===== src/rtl/dmem_rr_arbiter_if.sv =====
//------------------------------------------------------------------------------
// Module  : dmem_rr_arbiter_if
// Brief   : Requester, response and memory-command bundle for dmem_rr_arbiter.
// Revision: 1.0  initial release
//------------------------------------------------------------------------------
`default_nettype none

interface dmem_rr_arbiter_if #(
  parameter int NUM_REQ = 2,
  parameter int DATA_W  = 32,
  parameter int CNT_W   = 16
);
  logic [NUM_REQ-1:0]        req_valid;
  logic [NUM_REQ-1:0]        req_we;
  logic [NUM_REQ*DATA_W-1:0] req_addr;
  logic [NUM_REQ*DATA_W-1:0] req_wdata;
  logic [NUM_REQ-1:0]        req_ready;
  logic [NUM_REQ-1:0]        rsp_valid;
  logic [DATA_W-1:0]         rsp_rdata;
  logic [6:0]                mem_opcode;
  logic [DATA_W-1:0]         mem_addr;
  logic [DATA_W-1:0]         mem_wdata;
  logic [DATA_W-1:0]         mem_rdata;
  logic [NUM_REQ*CNT_W-1:0]  grant_cnt;

  // Arbiter side
  modport master (
    input  req_valid, req_we, req_addr, req_wdata, mem_rdata,
    output req_ready, rsp_valid, rsp_rdata, mem_opcode, mem_addr, mem_wdata,
    output grant_cnt
  );

  // Requester / memory side
  modport slave (
    output req_valid, req_we, req_addr, req_wdata, mem_rdata,
    input  req_ready, rsp_valid, rsp_rdata, mem_opcode, mem_addr, mem_wdata,
    input  grant_cnt
  );
endinterface

`default_nettype wire


===== src/rtl/dmem_rr_arbiter.sv =====
//------------------------------------------------------------------------------
// Module  : dmem_rr_arbiter
// Brief   : Round-robin sequencer sharing a single-port data memory between
//           NUM_REQ requesters. Optional grant counters: DMEM_ARB_PERF_CNT_EN.
// Revision: 1.0  initial release
//------------------------------------------------------------------------------
`default_nettype none

module dmem_rr_arbiter #(
  parameter int NUM_REQ = 2,
  parameter int DATA_W  = 32,
  parameter int MEM_LAT = 1,
  parameter int CNT_W   = 16
) (
  input  wire                     clk,
  input  wire                     reset,
  dmem_rr_arbiter_if.master       bus
);
  localparam int         IDX_W    = $clog2(NUM_REQ);
  localparam int         LAT_W    = (MEM_LAT > 1) ? $clog2(MEM_LAT) : 1;
  localparam logic [6:0] OP_LOAD  = 7'b0000011;
  localparam logic [6:0] OP_STORE = 7'b0100011;
  localparam logic [6:0] OP_IDLE  = 7'b0000000;

  typedef enum logic [1:0] {
    S_IDLE   = 2'd0,
    S_ACCESS = 2'd1,
    S_RESP   = 2'd2
  } state_t;

  state_t             r_state,      w_state_n;
  logic [NUM_REQ-1:0] r_req_ready,  w_req_ready_n;
  logic [NUM_REQ-1:0] r_rsp_valid,  w_rsp_valid_n;
  logic [DATA_W-1:0]  r_rsp_rdata,  w_rsp_rdata_n;
  logic [6:0]         r_mem_opcode, w_mem_opcode_n;
  logic [DATA_W-1:0]  r_mem_addr,   w_mem_addr_n;
  logic [DATA_W-1:0]  r_mem_wdata,  w_mem_wdata_n;
  logic               r_we,         w_we_n;
  logic [LAT_W-1:0]   r_cnt,        w_cnt_n;
  logic [IDX_W-1:0]   r_last_grant, w_last_grant_n;

  logic [DATA_W-1:0]  w_addr_arr  [NUM_REQ];
  logic [DATA_W-1:0]  w_wdata_arr [NUM_REQ];

  for (genvar gi = 0; gi < NUM_REQ; gi++) begin : g_unpack
    assign w_addr_arr[gi]  = bus.req_addr [gi*DATA_W +: DATA_W];
    assign w_wdata_arr[gi] = bus.req_wdata[gi*DATA_W +: DATA_W];
  end

  // Round-robin pick: lowest valid index above last_grant, else lowest overall.
  logic             w_any_hi, w_any_lo;
  logic [IDX_W-1:0] w_win_hi, w_win_lo, w_winner;

  always_comb begin
    w_any_hi = 1'b0;
    w_any_lo = 1'b0;
    w_win_hi = '0;
    w_win_lo = '0;
    for (int i = NUM_REQ - 1; i >= 0; i--) begin
      if (bus.req_valid[i]) begin
        if (IDX_W'(i) > r_last_grant) begin
          w_any_hi = 1'b1;
          w_win_hi = IDX_W'(i);
        end else begin
          w_any_lo = 1'b1;
          w_win_lo = IDX_W'(i);
        end
      end
    end
    w_winner = w_any_hi ? w_win_hi : w_win_lo;
  end

  always_comb begin
    w_state_n      = r_state;
    w_req_ready_n  = '0;
    w_rsp_valid_n  = '0;
    w_rsp_rdata_n  = r_rsp_rdata;
    w_mem_opcode_n = r_mem_opcode;
    w_mem_addr_n   = r_mem_addr;
    w_mem_wdata_n  = r_mem_wdata;
    w_we_n         = r_we;
    w_cnt_n        = r_cnt;
    w_last_grant_n = r_last_grant;

    case (r_state)
      S_IDLE: begin
        w_rsp_rdata_n  = '0;
        w_mem_opcode_n = OP_IDLE;
        w_mem_addr_n   = '0;
        w_mem_wdata_n  = '0;
        if (w_any_hi || w_any_lo) begin
          w_req_ready_n  = NUM_REQ'(1) << w_winner;
          w_last_grant_n = w_winner;
          w_we_n         = bus.req_we[w_winner];
          w_mem_opcode_n = bus.req_we[w_winner] ? OP_STORE : OP_LOAD;
          w_mem_addr_n   = w_addr_arr[w_winner] & ~DATA_W'(3);
          w_mem_wdata_n  = w_wdata_arr[w_winner];
          w_cnt_n        = LAT_W'(MEM_LAT - 1);
          w_state_n      = S_ACCESS;
        end
      end
      S_ACCESS: begin
        if (r_cnt == '0) begin
          w_rsp_rdata_n  = r_we ? '0 : bus.mem_rdata;
          w_mem_opcode_n = OP_IDLE;
          w_mem_addr_n   = '0;
          w_mem_wdata_n  = '0;
          w_state_n      = S_RESP;
        end else begin
          w_cnt_n = r_cnt - LAT_W'(1);
        end
      end
      S_RESP: begin
        w_rsp_valid_n = NUM_REQ'(1) << r_last_grant;
        w_state_n     = S_IDLE;
      end
      default: w_state_n = S_IDLE;
    endcase
  end

  always_ff @(posedge clk) begin
    if (reset) begin
      r_state      <= S_IDLE;
      r_req_ready  <= '0;
      r_rsp_valid  <= '0;
      r_rsp_rdata  <= '0;
      r_mem_opcode <= OP_IDLE;
      r_mem_addr   <= '0;
      r_mem_wdata  <= '0;
      r_we         <= 1'b0;
      r_cnt        <= '0;
      r_last_grant <= IDX_W'(NUM_REQ - 1);
    end else begin
      r_state      <= w_state_n;
      r_req_ready  <= w_req_ready_n;
      r_rsp_valid  <= w_rsp_valid_n;
      r_rsp_rdata  <= w_rsp_rdata_n;
      r_mem_opcode <= w_mem_opcode_n;
      r_mem_addr   <= w_mem_addr_n;
      r_mem_wdata  <= w_mem_wdata_n;
      r_we         <= w_we_n;
      r_cnt        <= w_cnt_n;
      r_last_grant <= w_last_grant_n;
    end
  end

  assign bus.req_ready  = r_req_ready;
  assign bus.rsp_valid  = r_rsp_valid;
  assign bus.rsp_rdata  = r_rsp_rdata;
  assign bus.mem_opcode = r_mem_opcode;
  assign bus.mem_addr   = r_mem_addr;
  assign bus.mem_wdata  = r_mem_wdata;

`ifdef DMEM_ARB_PERF_CNT_EN
  for (genvar gi = 0; gi < NUM_REQ; gi++) begin : g_perf_cnt
    logic [CNT_W-1:0] r_grant_cnt;
    always_ff @(posedge clk) begin
      if (reset) begin
        r_grant_cnt <= '0;
      end else if (r_req_ready[gi] && (r_grant_cnt != '1)) begin
        r_grant_cnt <= r_grant_cnt + CNT_W'(1);
      end
    end
    assign bus.grant_cnt[gi*CNT_W +: CNT_W] = r_grant_cnt;
  end
`else
  assign bus.grant_cnt = {(NUM_REQ*CNT_W){1'b0}};
`endif

endmodule

`default_nettype wire


===== src/flat_wrapper.sv =====
// flat-port wrapper written by rule: the top's interface ports become plain ports
module dmem_rr_arbiter_flat 
#(
  parameter int NUM_REQ = 2,
  parameter int DATA_W  = 32,
  parameter int MEM_LAT = 1,
  parameter int CNT_W   = 16
)
  (clk, reset, bus_req_valid, bus_req_we, bus_req_addr, bus_req_wdata, bus_mem_rdata, bus_req_ready, bus_rsp_valid, bus_rsp_rdata, bus_mem_opcode, bus_mem_addr, bus_mem_wdata, bus_grant_cnt);
  dmem_rr_arbiter_if #(.NUM_REQ(NUM_REQ), .DATA_W(DATA_W), .CNT_W(CNT_W)) bus_i ();
  input  wire clk;
  input  wire reset;
  input wire logic [$bits(bus_i.req_valid)-1:0] bus_req_valid;
  input wire logic [$bits(bus_i.req_we)-1:0] bus_req_we;
  input wire logic [$bits(bus_i.req_addr)-1:0] bus_req_addr;
  input wire logic [$bits(bus_i.req_wdata)-1:0] bus_req_wdata;
  input wire logic [$bits(bus_i.mem_rdata)-1:0] bus_mem_rdata;
  output wire logic [$bits(bus_i.req_ready)-1:0] bus_req_ready;
  output wire logic [$bits(bus_i.rsp_valid)-1:0] bus_rsp_valid;
  output wire logic [$bits(bus_i.rsp_rdata)-1:0] bus_rsp_rdata;
  output wire logic [$bits(bus_i.mem_opcode)-1:0] bus_mem_opcode;
  output wire logic [$bits(bus_i.mem_addr)-1:0] bus_mem_addr;
  output wire logic [$bits(bus_i.mem_wdata)-1:0] bus_mem_wdata;
  output wire logic [$bits(bus_i.grant_cnt)-1:0] bus_grant_cnt;
  assign bus_i.req_valid = bus_req_valid;
  assign bus_i.req_we = bus_req_we;
  assign bus_i.req_addr = bus_req_addr;
  assign bus_i.req_wdata = bus_req_wdata;
  assign bus_i.mem_rdata = bus_mem_rdata;
  assign bus_req_ready = bus_i.req_ready;
  assign bus_rsp_valid = bus_i.rsp_valid;
  assign bus_rsp_rdata = bus_i.rsp_rdata;
  assign bus_mem_opcode = bus_i.mem_opcode;
  assign bus_mem_addr = bus_i.mem_addr;
  assign bus_mem_wdata = bus_i.mem_wdata;
  assign bus_grant_cnt = bus_i.grant_cnt;
  dmem_rr_arbiter #(.NUM_REQ(NUM_REQ), .DATA_W(DATA_W), .MEM_LAT(MEM_LAT), .CNT_W(CNT_W)) u_core (.clk(clk), .reset(reset), .bus(bus_i));
endmodule

===== config.mk =====
export PLATFORM = sky130hd
export DESIGN_NAME = dmem_rr_arbiter_flat
export DESIGN_NICKNAME = d
export VERILOG_FILES = /design/src/rtl/dmem_rr_arbiter_if.sv /design/src/rtl/dmem_rr_arbiter.sv /design/src/flat_wrapper.sv
export SDC_FILE = /design/constraint.sdc
export NUM_CORES = 1
export LEC_CHECK = 0
export ABC_CLOCK_PERIOD_IN_PS = 1240
export BUFFER_PORTS_ARGS = -buffer_cell sky130_fd_sc_hd__buf_2
export CORE_AREA = 2 2 120 122
export CTS_CLUSTER_SIZE = 20
export DETAILED_ROUTE_END_ITERATION = 6
export DIE_AREA = 0 0 122 124
export GPL_ROUTABILITY_DRIVEN = 0
export MAX_ROUTING_LAYER = met4
export SETUP_SLACK_MARGIN = 0.3
export SLEW_MARGIN = 15
export SYNTH_ARGS = -nofsm -noshare
export SYNTH_HDL_FRONTEND = slang
export SYNTH_SLANG_ARGS = --single-unit
export TNS_END_PERCENT = 10

===== constraint.sdc =====
create_clock -name clk -period 1.24 [get_ports clk]
set_input_delay 0.186 -clock clk [delete_from_list [all_inputs] [get_ports clk]]
set_output_delay 0.186 -clock clk [all_outputs]
set_load 0.01 [all_outputs]

==> results by group <==
Die
  – Die ar.: 0.0151 mm^2
  – FP Rows: 43
  – I/O Pins: 305
  – Chip width: 122 um
  – Initial Util: 29.7%
  – Die Height: 124 um
  – Area inside the core boundary: 0.0137 mm^2

Routing
  – Met1 Wirelength: 5.17 mm
  – Top routing layer in use: met4
  – Met2 WL: 6.22 mm
  – DR DRC count: 0
  – Mean number of vias per cell: 4.69
  – Met3 layer wire length in the routed design: 1.14 mm
  – Router iterations before antenna repair: 4
  – Total Wirelength: 12.7 mm
  – Routed wire per std cell: 15.2 um
  – Number of nets with antenna violations after detailed routing: 0
  – DR iter-0 viols: 161
  – Via count: 3,903

Global route
  – Initial antenna violation count: 0
  – Global-route wire length before repair: 18.4 mm
  – Global-route total usage across every layer: 16.1%
  – Global-route congestion overflow total: 0
  – Vias in the first global route: 3,643
  – Maximum number of pins on one net before global-route repair: 34

Logic synthesis
  – Synth warn: 0
  – Average size of a mapped cell: 10.8 um^2
  – Dominant cells by area after synthesis: sky130_fd_sc_hd__dfxtp_1 (51%), sky130_fd_sc_hd__a221o_1 (11%), sky130_fd_sc_hd__buf_4 (7.9%)
  – Count of cell types in the netlist: 24
  – Number of synthesized flops with an enable pin: 0
  – Area leader, netlist: sky130_fd_sc_hd__dfxtp_1
  – Most used DFF post-synth: sky130_fd_sc_hd__dfxtp_1
  – Most instantiated library cell after synthesis: sky130_fd_sc_hd__dfxtp_1
  – Area of the mapped netlist: 0.00407 mm^2
  – Total of flip-flops plus latches after synthesis: 104
  – Most numerous cell types in the synthesized netlist: sky130_fd_sc_hd__dfxtp_1 (104), sky130_fd_sc_hd__a221o_1 (44), sky130_fd_sc_hd__and3_1 (44)
  – Sequential share of the synthesized area: 51.2%
  – Number of standard cells after synthesis: 376
  – Share of flip-flops with an asynchronous set or reset: 0%
  – Yosys top cell area share: 51.2%

Hold path
  – Type of the most critical hold path: in2reg
  – Worst Hold Depth: 2
  – Source of the worst hold timing path: bus_mem_rdata[26]
  – Hold EP: u_core.bus.rsp_rdata[26]

Layout
  – Area growth from synthesis to layout: 53.0%
  – Number of inserted diodes: 0
  – Final instance area: 0.00623 mm^2
  – Ratio of cells with drive above 1 in the final layout: 49.6%
  – Layout Nets: 814
  – Post-layout instance count excluding filler cells: 833
  – Final standard cell utilization of the core: 45.4%

Timing
  – RSZ-0062 raised after global routing: true
  – Setup_tns: -3710 ps
  – Final critical delay including setup and external delays: 1320 ps
  – Hold Vio Cnt, Final: 0
  – Minimum setup slack in the final design: -78.0 ps
  – Final Slew Violations: 0
  – Number of endpoints failing setup at the final stage: 94
  – Skew final: 6.11 ps
  – Portion of the clock cycle consumed by the worst path in the final layout: 106%
  – Upper clock frequency limit: 759 MHz
  – WHS: 50.0 ps

Critical path
  – Max FO, Critical Path: 33
  – Crit path kind: reg2reg
  – Kind of start point of the critical path: flip-flop
  – Reg2Reg Capture Point: u_core.bus.mem_wdata[21]
  – Worst reg2reg setup slack: -80 ps
  – Required time worst endpoint: 1520 ps
  – Endpoint class of the critical path: flip-flop
  – Path depth of the worst reg2reg path: 5
  – Worst Path Arrival: 1600 ps
  – RR Startpoint: u_core.r_last_grant

Placement
  – Worst setup timing slack at the placement stage: -125 ps
  – Port Buffers: 262
  – Placed wire-length estimate: 8.96 mm
  – Post-placement cell count: 808
  – Area of placed instances: 0.00556 mm^2

Power
  – Maximum resistive drop on vdd: 793 uV
  – Static leakage power: 3.28 nW
  – Cell area power density: 1310 mW/mm^2
  – Total power draw: 8.19 mW

Clock network
  – Clock root buffer master: sky130_fd_sc_hd__clkbuf_16
  – TritonCTS buffer count: 9
  – TritonCTS clock tree: yes
  – Max Buffers Root-to-Sink: 2
  – Clock-pin slew reported for the worst setup and hold paths after clock tree synthesis: 70 ps
  – Clock network latency to the later pin of the worst-skew pair: 340 ps
  – H-tree level count: 3
  – Clock Sink Count: 104

Status
  – Failing checks: setup timing
  – Run status: complete, but fails checks

Run
  – Count of maximum capacitance violations: 0
[cells by family (layout without fill, tap and decap cells)]
group | count (synthesis) | in the layout | synth area share [%]
AOI/OAI and AO/OA | 100 | 100 | 21.1
DFF | 104 | 104 | 51.2
other | 1 | 38 | 0.0921
buffers and inverters | 74 | 314 | 12.0
muxes | 20 | 20 | 4.92
and+or+nand+nor | 77 | 77 | 10.7
[worst max path at each step]
stage	from	end	cells past startpoint	slack, ps
after floorplan	u_core.r_last_grant	u_core.bus.mem_addr[10]	5	-0.9
after global placement	reset	u_core.r_we	5	-50
after detailed placement	u_core.r_state[0]	u_core.r_we	4	-120
final	u_core.r_last_grant	u_core.bus.mem_wdata[21]	5	-80
after CTS	u_core.r_last_grant	u_core.bus.mem_wdata[18]	5	-80
after global routing	u_core.r_last_grant	u_core.bus.mem_wdata[1]	5	-150
[sequential cells by signal, summed over array words and instances, names as in the netlist]
name                   cells
u_core.bus.rsp_rdata      32
u_core.bus.mem_addr       30
u_core.bus.mem_opcode      2
u_core.r_state             2
u_core.bus.mem_wdata      32
u_core.bus.rsp_valid       2
u_core.bus.req_ready       2
u_core.r_we                1
u_core.r_last_grant        1
[per-layer routing]
layer	global-route usage (%)	up-vias
met5	-	-
met1	19.0	1817
met2	27.3	201
li1	-	1875
met3	3.66	10
met4	5.17	0
[critical path: stages, from the launching register on]
cell and delay (ps):
sky130_fd_sc_hd__dfxtp_2 320, sky130_fd_sc_hd__buf_4 140, sky130_fd_sc_hd__a21boi_4 220, sky130_fd_sc_hd__buf_6 260
sky130_fd_sc_hd__and3_1 200, sky130_fd_sc_hd__a221o_1 110
[area by class of cell]
class / instances / area, um^2
clock buffer: 10 / 229
clock inverter: 6 / 97.6
fill: 1334 / 7490
inverter: 3 / 11.3
multi-input combinational: 235 / 1670
sequential: 104 / 2100
tap: 180 / 225
timing repair buffer: 295 / 1890
[cell usage in the layout, fill, tap and decap left out, drive strengths merged, types with 3 or more instances in the layout]
master    n
a221o    44
a22o     32
and3     44
buf     294
clkbuf   10
conb     38
dfxtp   104
inv       6
mux2i    20
nand2    23
nor3      3
o21ai    21
[where the power goes]
group / total, mW / switching (mW) / internal [mW]
combinational: 1.40 / 0.651 / 0.744
clock: 3.10 / 1.30 / 1.80
sequential: 3.69 / 0.128 / 3.56
[repair_timing]
action | CTS | global route
setup buffers | 5 | 0
hold buffers | 0 | 0
endpoints found under the hold margin | 0 | 0
pin swaps | 23 | 24
setup endpoints to repair | 202 | 202
cloned | 4 | 0
resized for setup | 24 | 19
No activity file was read; power rests on OpenSTA's default activity.
